### src/rtl/sram_arbiter_2p_if.sv
// Port A/B request buses plus the SRAM pin-side signals of the two-port SRAM arbiter.
// slave = arbiter side, master = requesters / pad ring side.
interface sram_arbiter_2p_if #(
    parameter int ADDR_W = 21,
    parameter int DATA_W = 8
);
    logic              req_a;
    logic              we_a;
    logic [ADDR_W-1:0] addr_a;
    logic [DATA_W-1:0] wdata_a;
    logic [DATA_W-1:0] rdata_a;
    logic              ack_a;

    logic              req_b;
    logic              we_b;
    logic [ADDR_W-1:0] addr_b;
    logic [DATA_W-1:0] wdata_b;
    logic [DATA_W-1:0] rdata_b;
    logic              ack_b;

    logic [ADDR_W-1:0] sram_addr;
    logic [DATA_W-1:0] sram_data_o;
    logic              sram_data_oe;
    logic [DATA_W-1:0] sram_data_i;
    logic              sram_we_n;
    logic              busy;

    modport slave (
        input  req_a, we_a, addr_a, wdata_a,
        input  req_b, we_b, addr_b, wdata_b,
        input  sram_data_i,
        output rdata_a, ack_a, rdata_b, ack_b,
        output sram_addr, sram_data_o, sram_data_oe, sram_we_n, busy
    );

    modport master (
        output req_a, we_a, addr_a, wdata_a,
        output req_b, we_b, addr_b, wdata_b,
        output sram_data_i,
        input  rdata_a, ack_a, rdata_b, ack_b,
        input  sram_addr, sram_data_o, sram_data_oe, sram_we_n, busy
    );
endinterface

### src/rtl/sram_arbiter_2p.sv
// Round-robin two-port arbiter/sequencer for one async SRAM: IDLE->SETUP->ACCESS(xWAIT_CYCLES)->RECOVER.
// Ack in cycle WAIT_CYCLES+2 after the request is sampled; requesters hold req until ack, all outputs registered.
module sram_arbiter_2p #(
    parameter int ADDR_W      = 21,
    parameter int DATA_W      = 8,
    parameter int WAIT_CYCLES = 3
) (
    input  logic                 clk_chipset,
    input  logic                 reset,
    sram_arbiter_2p_if.slave     bus
);
    typedef enum logic [1:0] {IDLE, SETUP, ACCESS, RECOVER} state_t;

    localparam logic [3:0] CNT_INIT = 4'(WAIT_CYCLES - 1);

    state_t            state_q, state_d;
    logic [3:0]        cnt_q, cnt_d;
    logic              we_q, we_d;
    logic              port_q, port_d;        // 0 = A, 1 = B
    logic              last_b_q, last_b_d;    // last served port was B
    logic [ADDR_W-1:0] sram_addr_q, sram_addr_d;
    logic [DATA_W-1:0] sram_data_o_q, sram_data_o_d;
    logic              sram_data_oe_q, sram_data_oe_d;
    logic              sram_we_n_q, sram_we_n_d;
    logic              ack_a_q, ack_a_d;
    logic              ack_b_q, ack_b_d;
    logic [DATA_W-1:0] rdata_a_q, rdata_a_d;
    logic [DATA_W-1:0] rdata_b_q, rdata_b_d;
    logic              busy_q, busy_d;
    logic              grant_vld;
    logic              grant_b;

    // Tie goes to the port that was not served last.
    assign grant_vld = bus.req_a || bus.req_b;
    assign grant_b   = bus.req_b && (!bus.req_a || !last_b_q);

    always_ff @(posedge clk_chipset) begin
        if (reset) begin
            state_q        <= IDLE;
            cnt_q          <= '0;
            we_q           <= 1'b0;
            port_q         <= 1'b0;
            last_b_q       <= 1'b1;
            sram_addr_q    <= '0;
            sram_data_o_q  <= '0;
            sram_data_oe_q <= 1'b0;
            sram_we_n_q    <= 1'b1;
            ack_a_q        <= 1'b0;
            ack_b_q        <= 1'b0;
            rdata_a_q      <= '0;
            rdata_b_q      <= '0;
            busy_q         <= 1'b0;
        end else begin
            state_q        <= state_d;
            cnt_q          <= cnt_d;
            we_q           <= we_d;
            port_q         <= port_d;
            last_b_q       <= last_b_d;
            sram_addr_q    <= sram_addr_d;
            sram_data_o_q  <= sram_data_o_d;
            sram_data_oe_q <= sram_data_oe_d;
            sram_we_n_q    <= sram_we_n_d;
            ack_a_q        <= ack_a_d;
            ack_b_q        <= ack_b_d;
            rdata_a_q      <= rdata_a_d;
            rdata_b_q      <= rdata_b_d;
            busy_q         <= busy_d;
        end
    end

    always_comb begin
        state_d = state_q;
        case (state_q)
            IDLE:    if (grant_vld) state_d = SETUP;
            SETUP:   state_d = ACCESS;
            ACCESS:  if (cnt_q == 4'd0) state_d = RECOVER;
            RECOVER: state_d = IDLE;
            default: state_d = IDLE;
        endcase
    end

    always_comb begin
        cnt_d          = cnt_q;
        we_d           = we_q;
        port_d         = port_q;
        last_b_d       = last_b_q;
        sram_addr_d    = sram_addr_q;
        sram_data_o_d  = sram_data_o_q;
        sram_data_oe_d = sram_data_oe_q;
        sram_we_n_d    = sram_we_n_q;
        ack_a_d        = 1'b0;
        ack_b_d        = 1'b0;
        rdata_a_d      = rdata_a_q;
        rdata_b_d      = rdata_b_q;
        case (state_q)
            IDLE: begin
                if (grant_vld) begin
                    port_d         = grant_b;
                    last_b_d       = grant_b;
                    we_d           = grant_b ? bus.we_b : bus.we_a;
                    sram_addr_d    = grant_b ? bus.addr_b : bus.addr_a;
                    sram_data_oe_d = we_d;
                    if (we_d) sram_data_o_d = grant_b ? bus.wdata_b : bus.wdata_a;
                end
            end
            SETUP: begin
                cnt_d       = CNT_INIT;
                sram_we_n_d = !we_q;
            end
            ACCESS: begin
                if (cnt_q == 4'd0) begin
                    sram_we_n_d = 1'b1;
                    ack_a_d     = !port_q;
                    ack_b_d     = port_q;
                    if (!we_q) begin
                        if (port_q) rdata_b_d = bus.sram_data_i;
                        else        rdata_a_d = bus.sram_data_i;
                    end
                end else begin
                    cnt_d = cnt_q - 4'd1;
                end
            end
            RECOVER: sram_data_oe_d = 1'b0;
            default: ;
        endcase
        busy_d = (state_d != IDLE);
    end

    assign bus.sram_addr    = sram_addr_q;
    assign bus.sram_data_o  = sram_data_o_q;
    assign bus.sram_data_oe = sram_data_oe_q;
    assign bus.sram_we_n    = sram_we_n_q;
    assign bus.ack_a        = ack_a_q;
    assign bus.ack_b        = ack_b_q;
    assign bus.rdata_a      = rdata_a_q;
    assign bus.rdata_b      = rdata_b_q;
    assign bus.busy         = busy_q;
endmodule

### src/flat_wrapper.sv
// flat-port wrapper written by rule: the top's interface ports become plain ports
module sram_arbiter_2p_flat 
#(
    parameter int ADDR_W      = 21,
    parameter int DATA_W      = 8,
    parameter int WAIT_CYCLES = 3
)
  (clk_chipset, reset, bus_req_a, bus_we_a, bus_addr_a, bus_wdata_a, bus_req_b, bus_we_b, bus_addr_b, bus_wdata_b, bus_sram_data_i, bus_rdata_a, bus_ack_a, bus_rdata_b, bus_ack_b, bus_sram_addr, bus_sram_data_o, bus_sram_data_oe, bus_sram_we_n, bus_busy);
  sram_arbiter_2p_if #(.ADDR_W(ADDR_W), .DATA_W(DATA_W)) bus_i ();
  input  logic clk_chipset;
  input  logic reset;
  input wire logic [$bits(bus_i.req_a)-1:0] bus_req_a;
  input wire logic [$bits(bus_i.we_a)-1:0] bus_we_a;
  input wire logic [$bits(bus_i.addr_a)-1:0] bus_addr_a;
  input wire logic [$bits(bus_i.wdata_a)-1:0] bus_wdata_a;
  input wire logic [$bits(bus_i.req_b)-1:0] bus_req_b;
  input wire logic [$bits(bus_i.we_b)-1:0] bus_we_b;
  input wire logic [$bits(bus_i.addr_b)-1:0] bus_addr_b;
  input wire logic [$bits(bus_i.wdata_b)-1:0] bus_wdata_b;
  input wire logic [$bits(bus_i.sram_data_i)-1:0] bus_sram_data_i;
  output wire logic [$bits(bus_i.rdata_a)-1:0] bus_rdata_a;
  output wire logic [$bits(bus_i.ack_a)-1:0] bus_ack_a;
  output wire logic [$bits(bus_i.rdata_b)-1:0] bus_rdata_b;
  output wire logic [$bits(bus_i.ack_b)-1:0] bus_ack_b;
  output wire logic [$bits(bus_i.sram_addr)-1:0] bus_sram_addr;
  output wire logic [$bits(bus_i.sram_data_o)-1:0] bus_sram_data_o;
  output wire logic [$bits(bus_i.sram_data_oe)-1:0] bus_sram_data_oe;
  output wire logic [$bits(bus_i.sram_we_n)-1:0] bus_sram_we_n;
  output wire logic [$bits(bus_i.busy)-1:0] bus_busy;
  assign bus_i.req_a = bus_req_a;
  assign bus_i.we_a = bus_we_a;
  assign bus_i.addr_a = bus_addr_a;
  assign bus_i.wdata_a = bus_wdata_a;
  assign bus_i.req_b = bus_req_b;
  assign bus_i.we_b = bus_we_b;
  assign bus_i.addr_b = bus_addr_b;
  assign bus_i.wdata_b = bus_wdata_b;
  assign bus_i.sram_data_i = bus_sram_data_i;
  assign bus_rdata_a = bus_i.rdata_a;
  assign bus_ack_a = bus_i.ack_a;
  assign bus_rdata_b = bus_i.rdata_b;
  assign bus_ack_b = bus_i.ack_b;
  assign bus_sram_addr = bus_i.sram_addr;
  assign bus_sram_data_o = bus_i.sram_data_o;
  assign bus_sram_data_oe = bus_i.sram_data_oe;
  assign bus_sram_we_n = bus_i.sram_we_n;
  assign bus_busy = bus_i.busy;
  sram_arbiter_2p #(.ADDR_W(ADDR_W), .DATA_W(DATA_W), .WAIT_CYCLES(WAIT_CYCLES)) u_core (.clk_chipset(clk_chipset), .reset(reset), .bus(bus_i));
endmodule
### config.mk
export PLATFORM = sky130hd
export DESIGN_NAME = sram_arbiter_2p_flat
export DESIGN_NICKNAME = d
export VERILOG_FILES = /design/src/rtl/sram_arbiter_2p_if.sv /design/src/rtl/sram_arbiter_2p.sv /design/src/flat_wrapper.sv
export SDC_FILE = /design/constraint.sdc
export NUM_CORES = 1
export LEC_CHECK = 0
export BUFFER_PORTS_ARGS = -buffer_cell sky130_fd_sc_hd__buf_2
export CAP_MARGIN = 30
export CORE_ASPECT_RATIO = 1.75
export CORE_MARGIN = 2
export CORE_UTILIZATION = 45
export CTS_CLUSTER_DIAMETER = 150
export DETAILED_ROUTE_END_ITERATION = 6
export PLACE_DENSITY = 0.78
export RECOVER_POWER = 25
export SYNTH_ARGS = -nofsm -noshare
export SYNTH_HDL_FRONTEND = slang
export SYNTH_SLANG_ARGS = --single-unit
### constraint.sdc
create_clock -name clk_chipset -period 2.3 [get_ports clk_chipset]
set_input_delay 0.345 -clock clk_chipset [delete_from_list [all_inputs] [get_ports clk_chipset]]
set_output_delay 0.345 -clock clk_chipset [all_outputs]
set_load 0.03 [all_outputs]
Word level (Yosys, flattened, before mapping)
Index checks and enable logic that the tools add are counted.

Bitwise gates (word level): 4. Eq/ne operators: 6. Reduce and logical (&&, ||, !) cells: 20. Muxes and demuxes: 12. Add/sub/neg operators: 1.

Operator list (count): $mux 21 (1); $mux 8 (1); $pmux 2 s4 (1); $pmux 4 s2 (1); $reduce_and 2->1 (4); $reduce_and 4->1 (2); $reduce_bool 2->1 (3); $eq 2x2->1 const B (2); $logic_not 1->1 (4); $logic_not 4->1 (1); $mux 2 (2); $mux 4 (1); $ne 2x1->1 const B (2); $not 1->1 (4); $pmux 1 s2 (2); $sub 4x1->4 const B (1); $mux 1 (3); $reduce_and 3->1 (1); $reduce_or 3->1 (1); $eq 2x1->1 const B (1); $logic_not 2->1 (1); $logic_or 1x1->1 (2); $ne 2x2->1 const B (1); $logic_and 1x1->1 (1).

Input bits: 72. Word-level logic and storage cells: 57. Output and inout port bits: 50. Flip-flop bits (word level): 59.

Depth between registers and ports, before layout
Depth after elaboration: 6. Mapped depth: 8. Mapped depth without buffers: 6.

Worst setup path before layout
No wires, ideal clock.

Path kind: register to register. Start: register u_core.state_q[0]. End: register u_core.rdata_a_q[0] (netlist: u_core.bus.rdata_a[0]). Setup slack: 0.712 ns. Library setup time: 0.132 ns. Stages on the path, launching flop included: 8. Required time: 2.168 ns. Clock period less this slack: 1.588 ns. Data arrival time: 1.456 ns. Buffers on the path: 1. Path through: dfxtp_1 inv_1 ha_1 nand4bb_4 or3_1 buf_2 nand2_1 a21oi_1.

Cells in the longest elaborated chain, start to end: 2.

RTL lines: start, declared (RTL line sram_arbiter_2p.sv:16) `state_t state_q, state_d;`; start signal, assigned (RTL line sram_arbiter_2p.sv:54) `state_q <= state_d;`; $eq 2x2->1 (RTL line sram_arbiter_2p.sv:95) `case (state_q)`; $reduce_and 4->1 (no source line); end signal, assigned (RTL line sram_arbiter_2p.sv:65) `rdata_a_q <= rdata_a_d;`; end, declared (RTL line sram_arbiter_2p.sv:27) `logic [DATA_W-1:0] rdata_a_q, rdata_a_d;`.

No other way between the ends. A chain may end at the register's enable or synchronous reset.

Worst setup path after layout
Start: register u_core.state_q[0]. End: register u_core.rdata_b_q[4] (netlist: u_core.bus.rdata_b[4]).

Cells in the longest elaborated chain, start to end: 2.

RTL lines: $eq 2x2->1 (RTL line sram_arbiter_2p.sv:95); $reduce_and 4->1 (no source line); end signal, assigned (RTL line sram_arbiter_2p.sv:66) `rdata_b_q <= rdata_b_d;`; end, declared (RTL line sram_arbiter_2p.sv:28) `logic [DATA_W-1:0] rdata_b_q, rdata_b_d;`.

No other way between the ends.

==> flow_metrics.env <==
export IMPL_drc_errors=0
export IMPL_dr_pass1_iters=4
export IMPL_fmax_ghz=0.562
export IMPL_die_y_um=105
export IMPL_io_pins=122
export IMPL_worst_setup_path_start_kind="flip-flop"
export IMPL_hold_viol=0
export IMPL_stdcell_area_um2=3420
export IMPL_dp_cells=452
export IMPL_ys_warn_count=0
export IMPL_die_area_um2=6490
export IMPL_path_clk_slew_ns=0.06
export IMPL_slew_viol_final=0
export IMPL_start_util_pct=47.0
export IMPL_wl_per_cell_um=12.6
export IMPL_nNetsFinal=466
export IMPL_htree_levels=3
export IMPL_die_w_um=61.8
export IMPL_drt_initial_drc_count=76
export IMPL_fin_cells=468
export IMPL_synth_top_area_share_pct=45.0
export IMPL_synth_area_leader_cell="dfxtp_1"
export IMPL_finalCriticalPeriod_ns=1.78
export IMPL_hold_path_class="in2reg"
export IMPL_overflow=0
export IMPL_rows=36
export IMPL_top_usage_layer="met2"
export IMPL_routed_wl_um=5920
export IMPL_ff2ff_setup_slack_ns=0.52
export IMPL_setup_violations=0
export IMPL_worst_pin_slew_ns=0.484
export IMPL_cts_tree="yes"
export IMPL_cellPowerDensity_nw_per_um2=1210
export IMPL_ys_seq_area_share_pct=45.0
export IMPL_syn_area_per_cell_um2=9.80
export IMPL_grt_use_met1_pct=19.2
export IMPL_cts_setup_buffers=0
export IMPL_tns_ns=0
export IMPL_ir_drop_v=0.000733
export IMPL_final_antenna_net_count=0
export IMPL_status="finished clean"
export IMPL_ctsResizeCount=0
export IMPL_cp_arrival_ns=1.99
export IMPL_cts_sinks=59
export IMPL_grt_max_degree=43
export IMPL_hpwl_um=4600
export IMPL_fin_util_pct=61.3
export IMPL_vias=2334
export IMPL_use_met3_pct=7.05
export IMPL_synthesis_area_um2=2630
export IMPL_grt_pass1_vias=2351
export IMPL_core_um2=5590
export IMPL_worst_ep_required_time_ns=2.52
export IMPL_synthDistinctLibCells=36
export IMPL_n_fill_cell=523
export IMPL_cts_buffers=9
export IMPL_ys_flop_type="dfxtp_1"
export IMPL_synth_async_reset_ratio_pct=0
export IMPL_placedInstanceArea_um2=3260
export IMPL_p_total_mw=4.15
export IMPL_max_slew_margin_rel_pct=67.7
export IMPL_met2_usage_pct=35.3
export IMPL_syn_nets=347
export IMPL_p_leak_nw=1.45
export IMPL_gp_congestion=0.738
export IMPL_clock_latency_ns=0.33
export IMPL_clock_skew_ns=0.00691
export IMPL_grt_setup_unrepaired="no"
export IMPL_fin_crit_sh_pct=77.3
export IMPL_drv_cap=0
export IMPL_port_buffers=121
export IMPL_syn_to_final_growth_pct=30.2
export IMPL_synth_enable_flop_cells=0
export IMPL_grt_usage_pct=19.5
export IMPL_synth_area_leaders="dfxtp_1, mux2i_1, a211oi_1"
export IMPL_holdBufCountCts=0
export IMPL_syn_inst=268
export IMPL_viasPerCell=4.99
export IMPL_worstSetupEndpointType="flip-flop"
export IMPL_diodes=0
export IMPL_synth_seq_cells=59
export IMPL_drive_above_1_share_pct=33.7
export IMPL_worstPathMaxFanout=8
export IMPL_clk_path_buf_depth=2
export IMPL_cts_root_buf="clkbuf_8"
export IMPL_critPathKind="reg2reg"
export IMPL_grt_pass1_wl_um=9810
export IMPL_antenna_found_initial=0
## cells in the mapped netlist (2+ instances only)
cell / n
a211oi_1: 22
a211oi_2: 8
a21oi_1: 23
buf_2: 6
buf_4: 2
buf_6: 4
clkbuf_1: 7
dfxtp_1: 59
ha_1: 7
inv_1: 4
mux2i_1: 37
nand2_1: 20
nand2b_1: 2
nand3b_1: 3
nor2_1: 33
nor2b_1: 3
nor3_1: 2
nor3b_1: 2
nor4_1: 2
o21ai_0: 4
or2_2: 3
## critical path: stages, from the launching register on
cell and delay [ns]:
dfxtp_1 0.35, inv_1 0.13, ha_1 0.33, nand4bb_4 0.19
nor3b_2 0.18, buf_4 0.21, mux2i_1 0.21, nor2_1 0.06
## where the power goes
group	internal, mW	switching, mW	total, mW	leakage, nW
logic	0.612	1.17	1.78	0.869
clock network	0.524	0.394	0.917	0.0991
registers	1.29	0.164	1.46	0.484
## through the flow
| step | hold slack (ns) | setup WS (ns) |
|---|---|---|
| 2_1_floorplan | 0.424 | 0.712 |
| 3_3_place_gp | 0.442 | 0.615 |
| 3_5_place_dp | 0.447 | 0.528 |
| 4_1_cts | 0.249 | 0.528 |
| 5_1_grt | 0.269 | 0.318 |
| 6_report | 0.260 | 0.522 |
## worst paths after layout
path                                   endpoint                          startpoint  depth (start not counted)
max          u_core.bus.rdata_b[4]$_SDFFE_PP0P_        u_core.state_q[0]$_SDFF_PP0_                          7
min          u_core.bus.rdata_a[7]$_SDFFE_PP0P_                  bus_sram_data_i[7]                          3
max reg2reg  u_core.bus.rdata_b[4]$_SDFFE_PP0P_        u_core.state_q[0]$_SDFF_PP0_                          7
min reg2reg  u_core.bus.rdata_a[1]$_SDFFE_PP0P_  u_core.bus.rdata_a[1]$_SDFFE_PP0P_                          2
## routing by layer
layer / wire (µm) / vias to the layer above / share of wire (%)
met3: 527 / 8 / 8.9
met2: 3140 / 94 / 53
met4: 87 / 0 / 1.5
met1: 2170 / 1042 / 37
li1: - / 1190 / -
met5: 0 / - / 0
## cells by family (layout without fill, tap and decap cells)
kind of cell | Yosys count | after routing | share of synthesized area, %
buffers and inverters | 24 | 148 | 5.14
AND/OR/NAND/NOR | 77 | 77 | 14.7
adder cells (fa/ha/maj) | 7 | 7 | 3.33
flip-flops | 59 | 59 | 45.0
AO/OA/AOI/OAI | 64 | 64 | 17.8
multiplexers | 37 | 37 | 14.1
## cells in the final DEF, fill, tap and decap left out, drive strengths merged, types with 2 or more instances in the layout
cell type / netlist / layout
clkbuf: 7 / 37
o21ai: 4 / 4
a211oi: 30 / 30
nor2: 33 / 33
nor3: 3 / 3
nand3b: 3 / 3
a21oi: 23 / 23
mux2i: 37 / 37
nand2b: 2 / 2
nor4: 2 / 2
dfxtp: 59 / 59
nor2b: 3 / 3
or2: 3 / 3
ha: 7 / 7
nor3b: 3 / 3
buf: 13 / 102
nand2: 20 / 20
inv: 4 / 4
clkinv: 0 / 3
## final cells by class
type	instances	area (µm²)	share of cell area [%]
inverter	4	15.0	0.439
tap	76	95.1	2.78
clock buffer	11	141	4.13
clock inverter	5	52.6	1.54
multi-input combinational	185	1310	38.3
timing repair buffer	128	626	18.3
sequential	59	1180	34.5
## state kept, by name (all words and copies together), names as in the netlist
signal,flops
u_core.bus.busy,1
u_core.state_q,2
u_core.bus.ack_a,1
u_core.cnt_q,4
u_core.bus.sram_data_o,8
u_core.bus.rdata_b,8
u_core.bus.sram_we_n,1
u_core.last_b_q,1
u_core.bus.sram_addr,21
u_core.bus.sram_data_oe,1
u_core.bus.ack_b,1
u_core.bus.rdata_a,8
u_core.we_q,1
u_core.port_q,1
No activity file was read; power rests on OpenSTA's default activity.
